===== src/rtl/fifo_arb_pkg.sv =====
// fifo_arb_pkg: FSM state type, select-width helper and parameter range check
// shared by the fifo_arbiter_rr slice.
package fifo_arb_pkg;

    typedef enum logic {
        IDLE  = 1'b0,
        GRANT = 1'b1
    } arb_state_e;

    function automatic int sel_w(input int num_ch);
        return (num_ch > 1) ? $clog2(num_ch) : 1;
    endfunction

    function automatic bit params_ok(input int num_ch, input int rd_lat, input int max_burst);
        return (num_ch >= 2) && (num_ch <= 16) &&
               (rd_lat >= 0) && (rd_lat <= 3) &&
               (max_burst >= 1) && (max_burst <= 15);
    endfunction

endpackage


===== src/rtl/fifo_arbiter_rr_pick.sv =====
// arb_rr_pick: combinational winner search over req & ~excl, starting at base
// and wrapping; with base tied to 0 it is a plain lowest-index priority pick.
module arb_rr_pick #(
    parameter int NUM_CH = 4,
    parameter int SEL_W  = 2
) (
    input  logic [NUM_CH-1:0] req,
    input  logic [SEL_W-1:0]  base,
    input  logic [NUM_CH-1:0] excl,
    output logic [SEL_W-1:0]  grant,
    output logic              valid
);

    logic [NUM_CH-1:0] cand;

    genvar gi;
    generate
        for (gi = 0; gi < NUM_CH; gi++) begin : g_cand
            assign cand[gi] = req[gi] & ~excl[gi];
        end
    endgenerate

    // base can exceed NUM_CH-1 only for non-power-of-two NUM_CH; two folds cover it.
    always_comb begin
        int idx;
        idx   = 0;
        grant = '0;
        valid = 1'b0;
        for (int k = 0; k < NUM_CH; k++) begin
            idx = int'(base) + k;
            if (idx >= NUM_CH) idx = idx - NUM_CH;
            if (idx >= NUM_CH) idx = idx - NUM_CH;
            if (!valid && cand[idx]) begin
                valid = 1'b1;
                grant = SEL_W'(idx);
            end
        end
    end

endmodule


===== src/rtl/fifo_arbiter_rr.sv =====
// fifo_arbiter_rr: one-hot pop arbiter for NUM_CH input/output FIFO pairs sharing a mux.
// Define FIFO_ARB_RR_EN for round-robin winner search; otherwise lowest eligible index wins.
module fifo_arbiter_rr
    import fifo_arb_pkg::*;
#(
    parameter int NUM_CH    = 4,
    parameter int RD_LAT    = 1,
    parameter int MAX_BURST = 4
) (
    input  logic                     clk,
    input  logic                     reset,
    input  logic [NUM_CH-1:0]        empty_in,
    input  logic [NUM_CH-1:0]        almost_empty_in,
    input  logic [NUM_CH-1:0]        almost_full_out,
    output logic [NUM_CH-1:0]        pop,
    output logic [sel_w(NUM_CH)-1:0] select,
    output logic [NUM_CH-1:0]        push,
    output logic [sel_w(NUM_CH)-1:0] push_select,
    output logic                     busy
);

    localparam int SEL_W   = sel_w(NUM_CH);
    localparam int BURST_W = $clog2(MAX_BURST + 1);

    generate
        if (!params_ok(NUM_CH, RD_LAT, MAX_BURST)) begin : g_param_err
            $error("fifo_arbiter_rr: NUM_CH/RD_LAT/MAX_BURST out of range");
        end
    endgenerate

    arb_state_e          state_reg, state_next;
    logic [SEL_W-1:0]    cur_reg, cur_next;
    logic [BURST_W-1:0]  burst_reg, burst_next;
    logic [NUM_CH-1:0]   pop_reg, pop_next;
    logic [NUM_CH-1:0]   elig, cur_oh, excl;
    logic [SEL_W-1:0]    base, pick_idx;
    logic                pick_valid;
    logic                line_busy;

    // A channel whose last entry is being popped right now must not be popped again.
    genvar gi;
    generate
        for (gi = 0; gi < NUM_CH; gi++) begin : g_elig
            assign elig[gi] = !empty_in[gi] && !almost_full_out[gi] &&
                              !(pop_reg[gi] && almost_empty_in[gi]);
        end
    endgenerate

    always_comb begin
        cur_oh          = '0;
        cur_oh[cur_reg] = 1'b1;
    end

    // Only consulted when cur cannot continue; keep cur unless it is the sole candidate.
    assign excl = ((state_reg == GRANT) && ((elig & ~cur_oh) != '0)) ? cur_oh : '0;

`ifdef FIFO_ARB_RR_EN
    logic [SEL_W-1:0] last_reg, last_next;
    assign base = (last_reg == SEL_W'(NUM_CH - 1)) ? '0 : last_reg + 1'b1;

    always_ff @(posedge clk) begin
        if (!reset) last_reg <= SEL_W'(NUM_CH - 1);
        else        last_reg <= last_next;
    end
`else
    assign base = '0;
`endif

    arb_rr_pick #(
        .NUM_CH (NUM_CH),
        .SEL_W  (SEL_W)
    ) u_pick (
        .req   (elig),
        .base  (base),
        .excl  (excl),
        .grant (pick_idx),
        .valid (pick_valid)
    );

    always_comb begin
        state_next = state_reg;
        cur_next   = cur_reg;
        burst_next = burst_reg;
`ifdef FIFO_ARB_RR_EN
        last_next  = last_reg;
`endif
        case (state_reg)
            IDLE: begin
                if (pick_valid) begin
                    state_next = GRANT;
                    cur_next   = pick_idx;
                    burst_next = BURST_W'(1);
                end
            end
            GRANT: begin
                if (elig[cur_reg] && (burst_reg < BURST_W'(MAX_BURST))) begin
                    burst_next = burst_reg + 1'b1;
                end else begin
`ifdef FIFO_ARB_RR_EN
                    last_next = cur_reg;
`endif
                    if (pick_valid) begin
                        cur_next   = pick_idx;
                        burst_next = BURST_W'(1);
                    end else begin
                        state_next = IDLE;
                        burst_next = '0;
                    end
                end
            end
            default: state_next = IDLE;
        endcase
    end

    always_comb begin
        pop_next = '0;
        if (state_next == GRANT) pop_next[cur_next] = 1'b1;
    end

    always_ff @(posedge clk) begin
        if (!reset) begin
            state_reg <= IDLE;
            cur_reg   <= '0;
            burst_reg <= '0;
            pop_reg   <= '0;
        end else begin
            state_reg <= state_next;
            cur_reg   <= cur_next;
            burst_reg <= burst_next;
            pop_reg   <= pop_next;
        end
    end

    assign pop    = pop_reg;
    assign select = cur_reg;

    // Push path: {pop, select} delayed by the input FIFO read latency, lane i -> output i.
    generate
        if (RD_LAT == 0) begin : g_no_delay
            assign push        = pop_reg;
            assign push_select = cur_reg;
            assign line_busy   = 1'b0;
        end else begin : g_delay
            logic [NUM_CH-1:0] dl_pop_reg [RD_LAT];
            logic [SEL_W-1:0]  dl_sel_reg [RD_LAT];

            always_ff @(posedge clk) begin
                if (!reset) begin
                    for (int k = 0; k < RD_LAT; k++) begin
                        dl_pop_reg[k] <= '0;
                        dl_sel_reg[k] <= '0;
                    end
                end else begin
                    dl_pop_reg[0] <= pop_reg;
                    dl_sel_reg[0] <= cur_reg;
                    for (int k = 1; k < RD_LAT; k++) begin
                        dl_pop_reg[k] <= dl_pop_reg[k-1];
                        dl_sel_reg[k] <= dl_sel_reg[k-1];
                    end
                end
            end

            always_comb begin
                line_busy = 1'b0;
                for (int k = 0; k < RD_LAT; k++) line_busy = line_busy | (|dl_pop_reg[k]);
            end

            assign push        = dl_pop_reg[RD_LAT-1];
            assign push_select = dl_sel_reg[RD_LAT-1];
        end
    endgenerate

    assign busy = (|pop_reg) | line_busy;

endmodule


===== config.mk =====
export PLATFORM = sky130hd
export DESIGN_NAME = fifo_arbiter_rr
export DESIGN_NICKNAME = d
export VERILOG_FILES = /design/src/rtl/fifo_arb_pkg.sv /design/src/rtl/fifo_arbiter_rr_pick.sv /design/src/rtl/fifo_arbiter_rr.sv
export SDC_FILE = /design/constraint.sdc
export NUM_CORES = 1
export LEC_CHECK = 0
export CELL_PAD_IN_SITES_DETAIL_PLACEMENT = 0
export CELL_PAD_IN_SITES_GLOBAL_PLACEMENT = 1
export CORE_ASPECT_RATIO = 1.25
export CORE_MARGIN = 1.5
export CORE_UTILIZATION = 29
export CTS_CLUSTER_SIZE = 8
export DETAILED_ROUTE_END_ITERATION = 10
export PLACE_DENSITY_LB_ADDON = 0.25
export SYNTH_ARGS = -nofsm -noshare
export SYNTH_HDL_FRONTEND = slang
export SYNTH_SLANG_ARGS = --single-unit

===== constraint.sdc =====
create_clock -name clk -period 2.1 [get_ports clk]
set_input_delay 0.525 -clock clk [delete_from_list [all_inputs] [get_ports clk]]
set_output_delay 0.525 -clock clk [all_outputs]
set_load 0.02 [all_outputs]

== Yosys cells after proc, flatten, opt, wreduce, memory -nomap -nowiden ==
Memories as Yosys holds them, arrays and structs flattened.
Cells that the tools add are included.
Word-level totals
  flip-flop bits (word level): 10
  bits in writable memories: 6
  output and inout bits: 13
  logic and storage cells: 95
  memories: 2
Cells by class
  add/sub/neg operators: 1
  $lt $le $gt $ge: 5
  equal/unequal tests: 1
  mux-type cells: 30
  bitwise operators: 12
  reductions and logical operators: 40
Memory list
  g_delay.dl_pop_reg: depth 1, width 4, rd ports 1, clocked after Yosys merged registers in 0, write ports 1, line fifo_arbiter_rr.sv:144  | logic [NUM_CH-1:0] dl_pop_reg [RD_LAT];
  g_delay.dl_sel_reg: depth 1, width 2, rd ports 1, clocked after Yosys merged registers in 0, write ports 1, line fifo_arbiter_rr.sv:145  | logic [SEL_W-1:0] dl_sel_reg [RD_LAT];
Operators by type and width (count)
  logical AND 1 bit: 19
  logical NOT 1 bit: 15
  two-way mux 1 bit: 15
  OR reduction 4 bit: 3
  two-way mux 2 bit: 5
  two-way mux 4 bit: 2
  < comparator 2 x 3 -> 1 bit, second input constant: 2
  two-way mux 3 bit: 2
  case mux 3 bit (2 select lines): 1
  NOT 1 bit: 5
  AND 1 bit: 4
  AND 4 bit: 1
  demux 1 bit (select 2 bit): 2
  >= comparator 2 x 1 -> 1 bit, second input constant: 2
  NOT 4 bit: 1
  case mux 2 bit (2 select lines): 1
  nonzero test 4 bit: 1
  adder 3 x 1 -> 3 bit, second input constant: 1
  < comparator 3 bit, second input constant: 1
  binary-select mux 1 bit (select 2 bit): 1
  inequality test 2 bit, second input constant: 1
  case mux 1 bit (2 select lines): 1
  AND reduction 2 bit: 1
  OR reduction 2 bit: 1
  OR 1 bit: 1

== Longest topological paths before layout ==
  depth after elaboration: 28
  mapped depth: 7

== Hierarchy ==
A second synthesis with hierarchy kept.
Second synthesis, totals
  cell total of the unflattened synthesis: 99
  area, all modules: 945.9 sq um
By module, submodules not included
  fifo_arbiter_rr: instances 1, cells an instance 84, area an instance 822.0 sq um, sequential area each 320.3 sq um
  arb_rr_pick: instances 1, cells an instance 15, area an instance 123.9 sq um, sequential area each 0.0 sq um

== Worst setup path before layout ==
Ideal clock, no wire load.
  path type: input-to-reg
  start point: input almost_empty_in[0]
  end point: register pop_reg[3] (netlist: pop[3])
  arrival: 2012 ps
  data required time: 2000 ps
  path slack: -12 ps
  cell stages on the path: 5
  path buffers: 0
  cells stage by stage: a211oi_1 nor2_1 or4_4 o2bb2ai_2 a2111oi_4
On the way
  cells in the longest elaborated chain, start to end: 26
  elaborated cells on any way between the ends: 43
  classes of those cells: order compare (2); mux (18); bitwise (9); reduce/logical (14)
RTL lines
  start, declared: line fifo_arbiter_rr.sv:13  | input logic [NUM_CH-1:0] almost_empty_in,
  logical AND 1 bit *: line fifo_arbiter_rr.sv:45  | !(pop_reg[gi] && almost_empty_in[gi]);
  logical NOT 1 bit *: line fifo_arbiter_rr.sv:45
  logical AND 1 bit *: line fifo_arbiter_rr.sv:44  | assign elig[gi] = !empty_in[gi] && !almost_full_out[gi] &&
  AND 4 bit: line fifo_arbiter_rr.sv:55  | assign excl = ((state_reg == GRANT) && ((elig & ~cur_oh) != '0)) ? cur_oh : '0;
  nonzero test 4 bit: line fifo_arbiter_rr.sv:55
  logical AND 1 bit: line fifo_arbiter_rr.sv:55
  two-way mux 4 bit: line fifo_arbiter_rr.sv:55
  NOT 1 bit: line fifo_arbiter_rr_pick.sv:19  | assign cand[gi] = req[gi] & ~excl[gi];
  [10 not listed]
  two-way mux 2 bit or two-way mux 1 bit (tied branches): line fifo_arbiter_rr_pick.sv:33  | if (!valid && cand[idx]) begin
  two-way mux 2 bit: line fifo_arbiter_rr.sv:89, fifo_arbiter_rr.sv:102
  two-way mux 2 bit: line fifo_arbiter_rr.sv:96  | if (elig[cur_reg] && (burst_reg < BURST_W'(MAX_BURST))) begin
  case mux 2 bit (2 select lines): line fifo_arbiter_rr.sv:87  | case (state_reg)
  < comparator 2 x 3 -> 1 bit (implied by the code) or >= comparator 2 x 1 -> 1 bit (tied branches): line fifo_arbiter_rr.sv:117  | if (state_next == GRANT) pop_next[cur_next] = 1'b1;
  logical AND 1 bit (implied by the code): line fifo_arbiter_rr.sv:117
  two-way mux 1 bit (implied by the code): line fifo_arbiter_rr.sv:117
  demux 1 bit (select 2 bit): line fifo_arbiter_rr.sv:117
  end signal, assigned: line fifo_arbiter_rr.sv:130  | pop_reg <= pop_next;
  end, declared: line fifo_arbiter_rr.sv:34  | logic [NUM_CH-1:0] pop_reg, pop_next;
Every way passes the cells marked *; elsewhere a longest branch is shown, timed or not. The select of a mux whose other input is x is not followed.
A chain may end at the register's enable or synchronous reset.

== Worst setup path after layout ==
  start point: input almost_full_out[2]
  end point: register burst_reg[2]
On the way
  cells in the longest elaborated chain, start to end: 20
  elaborated cells on any way between the ends: 31
  classes of those cells: eq/ne (1); mux (9); bitwise (9); reduce/logical (12)
RTL lines
  start, declared: line fifo_arbiter_rr.sv:14  | input logic [NUM_CH-1:0] almost_full_out,
  logical NOT 1 bit *: line fifo_arbiter_rr.sv:44
  logical AND 1 bit * (2 in series): line fifo_arbiter_rr.sv:44
  AND 4 bit: line fifo_arbiter_rr.sv:55
  nonzero test 4 bit: line fifo_arbiter_rr.sv:55
  logical AND 1 bit: line fifo_arbiter_rr.sv:55
  two-way mux 4 bit: line fifo_arbiter_rr.sv:55
  NOT 1 bit: line fifo_arbiter_rr_pick.sv:19
  AND 1 bit: line fifo_arbiter_rr_pick.sv:19
  [3 not listed]
  two-way mux 1 bit: line fifo_arbiter_rr_pick.sv:33
  logical NOT 1 bit: line fifo_arbiter_rr_pick.sv:33
  logical AND 1 bit: line fifo_arbiter_rr_pick.sv:33
  two-way mux 1 bit: line fifo_arbiter_rr_pick.sv:33
  logical NOT 1 bit: line fifo_arbiter_rr_pick.sv:33
  logical AND 1 bit: line fifo_arbiter_rr_pick.sv:33
  two-way mux 1 bit: line fifo_arbiter_rr_pick.sv:33
  inequality test 2 bit (no source line)
  end signal, assigned: line fifo_arbiter_rr.sv:129  | burst_reg <= burst_next;
  end, declared: line fifo_arbiter_rr.sv:33  | logic [BURST_W-1:0] burst_reg, burst_next;
Marks and branches as above.

==> impl_metrics.tcl <==
set metrics [dict create \
    synth-seq-cells 16 \
    place_area_um2 1180 \
    yosys-top-cells-area "dfxtp_1 41%, a222oi_1 5.2%, and2_1 4.9%" \
    synthCells 79 \
    grt_pass1_wl_um 3550 \
    grt_pass1_vias 766 \
    clk_pin_slew_ns 0.09 \
    dieArea_um2 2990 \
    setup_viol 0 \
    yosysWarnings 0 \
    fin_area_um2 1370 \
    routedWlPerCell_um 13.7 \
    rsz0062_at_grt "yes" \
    post-synth-top-count-cell "dfxtp_1" \
    place_inst 152 \
    tightest_slew_ns 0.387 \
    htree_levels 1 \
    die_x_um 49.2 \
    fmax_mhz 498 \
    start_util_pct 31.2 \
    min_path_cells 1 \
    clock-sinks 16 \
    synth.avg_cell_area_um2 9.79 \
    nNetsFinal 151 \
    synth_top_area_share_pct 41.4 \
    finalCritPeriodShare_pct 95.6 \
    yosysSeqAreaShare_pct 41.4 \
    drtIter0Drc 18 \
    syn2layout_area_growth_pct 77.0 \
    synth_edf_count 0 \
    clock_skew_ns 0.00587 \
    track_usage_pct 15.9 \
    vias_per_cell 5.06 \
    drv_slew 0 \
    clock_tree.root_cell "clkbuf_4" \
    ios 27 \
    drive_above_1_share_pct 43.0 \
    hold_path_class "reg -> reg" \
    synthDistinctLibCells 32 \
    synth_commonest_cells "16 x dfxtp_1, 7 x nor2_1, 6 x and2_1, 6 x inv_1, 6 x nand2_1" \
    cts_tree "built" \
    hold_slack_ns 0.524 \
    hold_viol 0 \
    fin_crit_ns 2.01 \
    wl_um 2310 \
    gp_congestion 0.846 \
    arrival_ns 2.24 \
    synthesis.area_um2 773 \
    die_h_um 60.7 \
    finalNonFillerCells 168 \
    required_ns 2.33 \
    cp-end-kind "flop" \
    hpwl_um 1540 \
    row_count 20 \
    irDropWorstVdd_mv 0.355 \
    max-cap-violations 0 \
    async_flop_share_pct 0 \
    drcViolationCount 0 \
    cts_buffers 3 \
    synth_area_leader_cell "dfxtp_1" \
    antenna_found_initial 0 \
    core_um2 2480 \
    grt_max_degree 10 \
    fin_util_pct 55.3 \
    ys.flop_type "dfxtp_1" \
    cts_buffer_depth 2 \
    diodes 0 \
    max_slew_margin_pct 74.0 \
    firstDrtPassIters 4 \
    power_density_nw_per_um2 643 \
    worst_setup_path_start_kind "input port" \
    clock_latency_ns 0.28 \
    cp_max_fo 3 \
    status "complete, no violations" \
    critPathKind "in -> reg" \
    syn_nets 94 \
    ant_nets 0 \
    cts_hold_buf 0 \
    via_count 850 \
    reg2regPathDepth 9 \
    overflow 0 \
    io_buffer_count 26 \
    tns_ns 0 \
    p_leak_nw 0.554 \
]
==> critical path, cell delays in order <==
cell             delay (ns)
clkdlybuf4s15_1        0.20
a211oi_4               0.24
buf_4                  0.18
a222oi_1               0.08
buf_4                  0.15
o21ai_2                0.18
nand4_1                0.14
buf_4                  0.18
o31a_1                 0.28
nor2_1                 0.09
==> cells in the final DEF (no fill, tap or decap), types with 3 or more instances in the layout <==
cell type	count
buf_4	25
a222oi_1	4
dfxtp_1	12
and2_1	6
a211oi_2	3
clkdlybuf4s15_1	8
o21ai_2	3
inv_1	6
clkbuf_4	3
clkbuf_2	4
clkdlybuf4s50_1	13
nand2_1	5
nor2_1	7
dfxtp_2	4
==> kinds of logic (layout without fill, tap and decap cells) <==
group / count (synthesis) / in the layout / share of synthesized area, %
mux: 1 / 1 / 1.29
fa+ha+maj: 1 / 1 / 1.62
buf+inv: 6 / 62 / 2.91
compound gates: 24 / 24 / 29.9
flops: 16 / 16 / 41.4
simple gates: 31 / 31 / 22.8
==> power by group <==
| part | leakage [nW] | internal (mW) | total [mW] | switching, mW |
|---|---|---|---|---|
| clock network | 0.0210 | 0.105 | 0.201 | 0.0951 |
| logic | 0.401 | 0.166 | 0.329 | 0.163 |
| registers | 0.132 | 0.327 | 0.351 | 0.0237 |
==> timing repair <==
| item | 4_1_cts | 5_1_grt |
|---|---|---|
| setup endpoints to repair | 10 | 7 |
| buffers inserted | 8 | 4 |
| pin swaps | 9 | 15 |
| gates resized for setup | 22 | 26 |
==> cell type report <==
| cell class | count | area (um2) |
|---|---|---|
| Clock buffer | 4 | 36.3 |
| Fill cell | 218 | 1110 |
| Inverter | 6 | 22.5 |
| Multi-Input combinational cell | 57 | 505 |
| Sequential cell | 16 | 325 |
| Tap cell | 33 | 41.3 |
| Timing Repair Buffer | 52 | 438 |
==> worst paths after layout <==
| check | to | slack, ns | startpoint |
|---|---|---|---|
| max | burst_reg[2] | 0.09 | almost_full_out[2] |
| min | g_delay.dl_pop_reg[0][1] | 0.52 | pop[1] |
| max reg2reg | pop[3] | 0.10 | select[1] |
| min reg2reg | g_delay.dl_pop_reg[0][1] | 0.52 | pop[1] |
==> routing by layer <==
| metal | wire length (um) | global-route usage (%) | vias up |
|---|---|---|---|
| li1 | - | - | 411 |
| met1 | 960 | 17.9 | 398 |
| met2 | 1140 | 28.0 | 37 |
| met3 | 165 | 3.94 | 4 |
| met4 | 40 | 8.98 | 0 |
| met5 | 0 | 0 | - |
==> per-stage QoR <==
stage          setup slack [ns]  power, mW
6_report                 0.0929      0.880
5_1_grt                 -0.0428      0.920
4_1_cts                  0.0271      0.861
3_5_place_dp             -0.543      0.631
3_3_place_gp             -0.459      0.629
2_1_floorplan           0.00203      0.496
Power figures use the tool's default switching activity.
